### src/rtl/hazard_stall_ctrl.sv
// Pipeline sequencing controller: per-cycle advance/hold/bubble decisions for
// PC, IF/ID, ID/EX and EX/MEM covering load-use, branch flush, MDU and memory waits.
module hazard_stall_ctrl #(
  parameter int MDU_LATENCY = 4,
  parameter int CNT_W       = 32
) (
  input  logic             clk,
  input  logic             rst,
  input  logic             id_ex_memread,
  input  logic [4:0]       id_ex_reg_rt,
  input  logic [4:0]       if_id_rs,
  input  logic [4:0]       if_id_rt,
  input  logic             branch_taken,
  input  logic             mdu_start,
  input  logic             mem_req,
  input  logic             mem_ready,
  output logic             pc_write,
  output logic             if_id_write,
  output logic             id_ex_write,
  output logic             ex_mem_write,
  output logic             if_id_flush,
  output logic             id_ex_flush,
  output logic             ex_mem_bubble,
  output logic             mdu_done,
  output logic [CNT_W-1:0] stall_count,
  output logic [1:0]       dbg_state
);

  typedef enum logic [1:0] {
    ST_RUN  = 2'd0,
    ST_MDU  = 2'd1,
    ST_MEMW = 2'd2
  } state_t;

  localparam logic [4:0] MDU_LOAD = 5'(MDU_LATENCY - 1);

  state_t           state_q, state_d;
  logic [4:0]       mdu_cnt_q, mdu_cnt_d;
  logic [CNT_W-1:0] stall_cnt_q, stall_cnt_d;
  logic             load_use;
  logic             run_rules;

  assign load_use = id_ex_memread && (id_ex_reg_rt != 5'd0) &&
                    ((id_ex_reg_rt == if_id_rs) || (id_ex_reg_rt == if_id_rt));

  always_comb begin
    pc_write      = 1'b1;
    if_id_write   = 1'b1;
    id_ex_write   = 1'b1;
    ex_mem_write  = 1'b1;
    if_id_flush   = 1'b0;
    id_ex_flush   = 1'b0;
    ex_mem_bubble = 1'b0;
    mdu_done      = 1'b0;
    state_d       = state_q;
    mdu_cnt_d     = mdu_cnt_q;
    run_rules     = 1'b0;

    if (!rst) begin
      case (state_q)
        ST_RUN: begin
          if (mem_req && !mem_ready) begin
            pc_write     = 1'b0;
            if_id_write  = 1'b0;
            id_ex_write  = 1'b0;
            ex_mem_write = 1'b0;
            state_d      = ST_MEMW;
          end else begin
            run_rules = 1'b1;
          end
        end
        ST_MEMW: begin
          // A completing access releases the freeze and lets ID/EX hazards act now.
          if (!mem_ready) begin
            pc_write     = 1'b0;
            if_id_write  = 1'b0;
            id_ex_write  = 1'b0;
            ex_mem_write = 1'b0;
          end else begin
            state_d   = ST_RUN;
            run_rules = 1'b1;
          end
        end
        ST_MDU: begin
          if (mdu_cnt_q == 5'd1) begin
            mdu_done  = 1'b1;
            mdu_cnt_d = 5'd0;
            state_d   = ST_RUN;
          end else begin
            pc_write      = 1'b0;
            if_id_write   = 1'b0;
            id_ex_write   = 1'b0;
            ex_mem_bubble = 1'b1;
            mdu_cnt_d     = mdu_cnt_q - 5'd1;
          end
        end
        default: state_d = ST_RUN;
      endcase

      if (run_rules) begin
        if (mdu_start) begin
          pc_write      = 1'b0;
          if_id_write   = 1'b0;
          id_ex_write   = 1'b0;
          ex_mem_bubble = 1'b1;
          mdu_cnt_d     = MDU_LOAD;
          state_d       = ST_MDU;
        end else if (branch_taken) begin
          if_id_flush = 1'b1;
          id_ex_flush = 1'b1;
        end else if (load_use) begin
          // ID/EX keeps its write enable so the flush inserts the bubble.
          pc_write    = 1'b0;
          if_id_write = 1'b0;
          id_ex_flush = 1'b1;
        end
      end
    end
  end

  always_comb begin
    stall_cnt_d = stall_cnt_q;
    if (!pc_write && (stall_cnt_q != {CNT_W{1'b1}})) begin
      stall_cnt_d = stall_cnt_q + CNT_W'(1);
    end
  end

  always_ff @(posedge clk) begin
    if (rst) begin
      state_q     <= ST_RUN;
      mdu_cnt_q   <= 5'd0;
      stall_cnt_q <= '0;
    end else begin
      state_q     <= state_d;
      mdu_cnt_q   <= mdu_cnt_d;
      stall_cnt_q <= stall_cnt_d;
    end
  end

  assign stall_count = rst ? '0 : stall_cnt_q;
  assign dbg_state   = state_q;

endmodule

### config.mk
export PLATFORM = sky130hd
export DESIGN_NAME = hazard_stall_ctrl
export DESIGN_NICKNAME = d
export VERILOG_FILES = /design/src/rtl/hazard_stall_ctrl.sv
export SDC_FILE = /design/constraint.sdc
export NUM_CORES = 1
export LEC_CHECK = 0
export ABC_AREA = 1
export ABC_CLOCK_PERIOD_IN_PS = 1900
export CAP_MARGIN = 20
export CORE_ASPECT_RATIO = 0.75
export CORE_MARGIN = 4
export CORE_UTILIZATION = 45
export DETAILED_ROUTE_END_ITERATION = 8
export PLACE_DENSITY = 0.75
export REMOVE_ABC_BUFFERS = 1
export SLEW_MARGIN = 30
export SYNTH_ARGS = -nofsm -noshare
export SYNTH_HDL_FRONTEND = slang
export SYNTH_SLANG_ARGS = --single-unit
export TNS_END_PERCENT = 1
### constraint.sdc
create_clock -name clk -period 1.9 [get_ports clk]
set_input_delay 0.19 -clock clk [delete_from_list [all_inputs] [get_ports clk]]
set_output_delay 0.19 -clock clk [all_outputs]
set_load 0.005 [all_outputs]
==> flow_summary.json <==
{
  "timing_hold_violations_final": 0,
  "ir_drop_mv": 0.3219,
  "via_count": 3287,
  "clk_pin_slew_ps": 80,
  "vias_per_cell": 5.018,
  "pwr-share-comb": 0.214,
  "pre_cts_ws_ps": -214.9,
  "synth.area.mux_share": 0.003456,
  "power.switching_mw": 0.5597,
  "period_minus_slack_ps": 1864,
  "clockRootBuffer": "clkbuf_8",
  "num_rows": 25,
  "cts-hold-fix-buffers": 0,
  "dieWidth_um": 100.6,
  "cts_tree": "yes",
  "arrival_ps": 1670,
  "routed_wl_mm": 8.729,
  "grt_use_total": 0.2179,
  "final-setup-viol-count": 0,
  "antenna_found_initial": 0,
  "num_io_pins": 64,
  "yosys.area.top_type_share": 0.2695,
  "clk_latency_ps": 290,
  "cp-start-kind": "flop",
  "fin_nets": 598,
  "synth_top_family_by_area": "simple AND/OR/NAND/NOR gates",
  "place.port_buffers": 63,
  "slew_viol_final": 0,
  "final_cells": 655,
  "ys_seq_area_frac": 0.2695,
  "dpl.hpwl_mm": 6.317,
  "overflow": 0,
  "r2r_start": "mdu_cnt_q[1]",
  "worst_slew_pin_slew_ps": 395.6,
  "multi_input_area_sq_um": 1844,
  "yosys.area_share.simple": 0.4501,
  "ant_nets": 0,
  "timing.fmax_mhz": 536.5,
  "n_antenna_cell": 0,
  "register_area_sq_um": 783.3,
  "crit_start": "mdu_cnt_q[1]",
  "finish.utilization": 0.6271,
  "cts.sinks": 39,
  "finalPower_mw": 2.020,
  "clockPowerShare": 0.363,
  "critical_path_class": "reg2out",
  "p_seq_frac": 0.423,
  "crit_path_end_kind": "output port",
  "gp_congestion": 0.9165,
  "yosys.area.top_type": "dfxtp_1",
  "rsz0062_at_grt": "yes",
  "powerDensity_nw_per_um2": 512.4,
  "grt_pass1_wl_mm": 14.12,
  "cts_buffers": 5,
  "leakagePower_nw": 1.550,
  "fill_cells": 599,
  "fin_tns_setup_ps": 0,
  "fin_crit_sh": 0.9810,
  "placed_cells": 644,
  "drv_cap": 0,
  "setup_ws_ps": 36.16,
  "finClkSkew_ps": 8.759,
  "synth-warning-count": 0,
  "maxSlewHeadroom": 0.7341,
  "drtIter0Drc": 216,
  "h-tree-depth": 2,
  "grt_pass1_vias": 3109,
  "synth-compound-area-share": 0.07603,
  "layout_commonest_cell": "nand2_1",
  "start_util": 0.4607,
  "crit_fanout": 3,
  "netSwitchingFraction": 0.2770,
  "hold_depth": 3,
  "reg2regPathDepth": 13,
  "ys_ff_latch": 39,
  "postSynthCellCount": 496,
  "wl_per_cell_um": 13.33,
  "hold_start": "rst",
  "core_sq_um": 6287,
  "die_y_um": 77.48,
  "p_int_mw": 1.460,
  "most-common-layout-cells": "nand2_1, nor2_1, inv_1",
  "synthTopCellsByArea": "dfxtp_1, nand2_1, nor2_1",
  "yosysUniqueCellTypes": 28,
  "synth-adder-area-share": 0.01296,
  "clockBufferDepth": 2,
  "final_layout_size_suffix_gt1_frac": 0.1132,
  "remaining_drc_errors": 0,
  "syn2layout_area_growth_pct": 36.11,
  "hold_path_class": "in2reg",
  "die-area_sq_um": 7798,
  "syn-cell-area_sq_um": 2897,
  "grt_max_degree": 69,
  "first_pass_iters": 5,
  "crit_required_ps": 1710,
  "syn_area_per_cell_sq_um": 5.840,
  "synth_xor_xnor_area_share": 0.07257,
  "status": "complete, no violations"
}
stage by stage:
stage | area [sq um] | hold WS, ps
6_report | 3943 | 367.4
5_1_grt | 3943 | 379.0
4_1_cts | 3851 | 349.1
3_5_place_dp | 3716 | 455.0
3_3_place_gp | 3716 | 448.4
2_1_floorplan | 2799 | 259.1
repair_timing:
item | in CTS | in global routing
setup endpoints to repair | 37 | 40
gates resized for setup | 11 | 29
pin swaps | 2 | 16
cloned | 0 | 1
buffers inserted | 1 | 1
metal layers:
layer | wire, um | up-vias | track usage | share of wire
li1 | - | 1686 | - | -
met1 | 4151 | 1489 | 0.3098 | 0.48
met2 | 3962 | 108 | 0.3377 | 0.45
met3 | 586 | 4 | 0.04582 | 0.067
met4 | 28 | 0 | 0.04576 | 0.0032
met5 | 0 | - | 0 | 0
registers in the layout, indices dropped and copies added, names as in the netlist:
register,flops
dbg_state,2
mdu_cnt_q,5
stall_cnt_q,32
cell type report:
type                       instances  share of cell area
multi-input combinational        376              0.4678
timing repair buffer              88              0.2180
inverter                          63             0.05998
tap                               81             0.02571
sequential                        39              0.1987
clock buffer                       6             0.02095
clock inverter                     2            0.008886
worst paths after layout:
check	slack (ps)	to
max	40	pc_write
min	370	mdu_cnt_q[1]
max reg2reg	80	stall_cnt_q[19]
min reg2reg	470	stall_cnt_q[23]
logic make-up (layout without fill, tap and decap cells):
| family | Yosys count | count (layout) |
|---|---|---|
| AND/OR/NAND/NOR | 305 | 305 |
| XOR/XNOR | 24 | 24 |
| buffers and inverters | 81 | 159 |
| multiplexers | 1 | 1 |
| AO/OA/AOI/OAI | 43 | 43 |
| adder cells (fa/ha/maj) | 3 | 3 |
| flip-flops | 39 | 39 |
power groups by stage:
stage	registers, mW	clock network (mW)	logic (mW)
after floorplan	0.870	0	0.168
after global placement	0.870	0	0.381
after detailed placement	0.872	0	0.388
after CTS	0.853	0.745	0.387
after global routing	0.857	0.780	0.470
final	0.855	0.734	0.432
Yosys cell counts:
cell type and count:
buf_4 1, nand4_1 2, or2_1 1, nor3b_1 1
nor2_4 3, nand2_4 1, xor2_1 22, nand3_1 50
nand2_2 2, nor3_1 14, inv_1 63, clkbuf_1 9
a21oi_1 35, nand2_1 140, xnor2_1 2, nor4_2 1
buf_6 3, nor2_1 88, dfxtp_1 39, ha_1 3
nor3_2 1, buf_2 3, o21a_1 2, mux2i_1 1
buf_1 2, nand4_4 1, o21ai_0 5, o21ai_1 1
critical path, cell delays in order, from the launching register on:
cell,delay [ps]
dfxtp_2,340
inv_2,40
ha_2,160
inv_1,50
nor2_1,40
nand2_1,100
nand3_2,110
a21oi_2,180
nand3_2,90
nand2_2,90
inv_1,60
clkbuf_2,110
(Power assumes the default switching activity.)
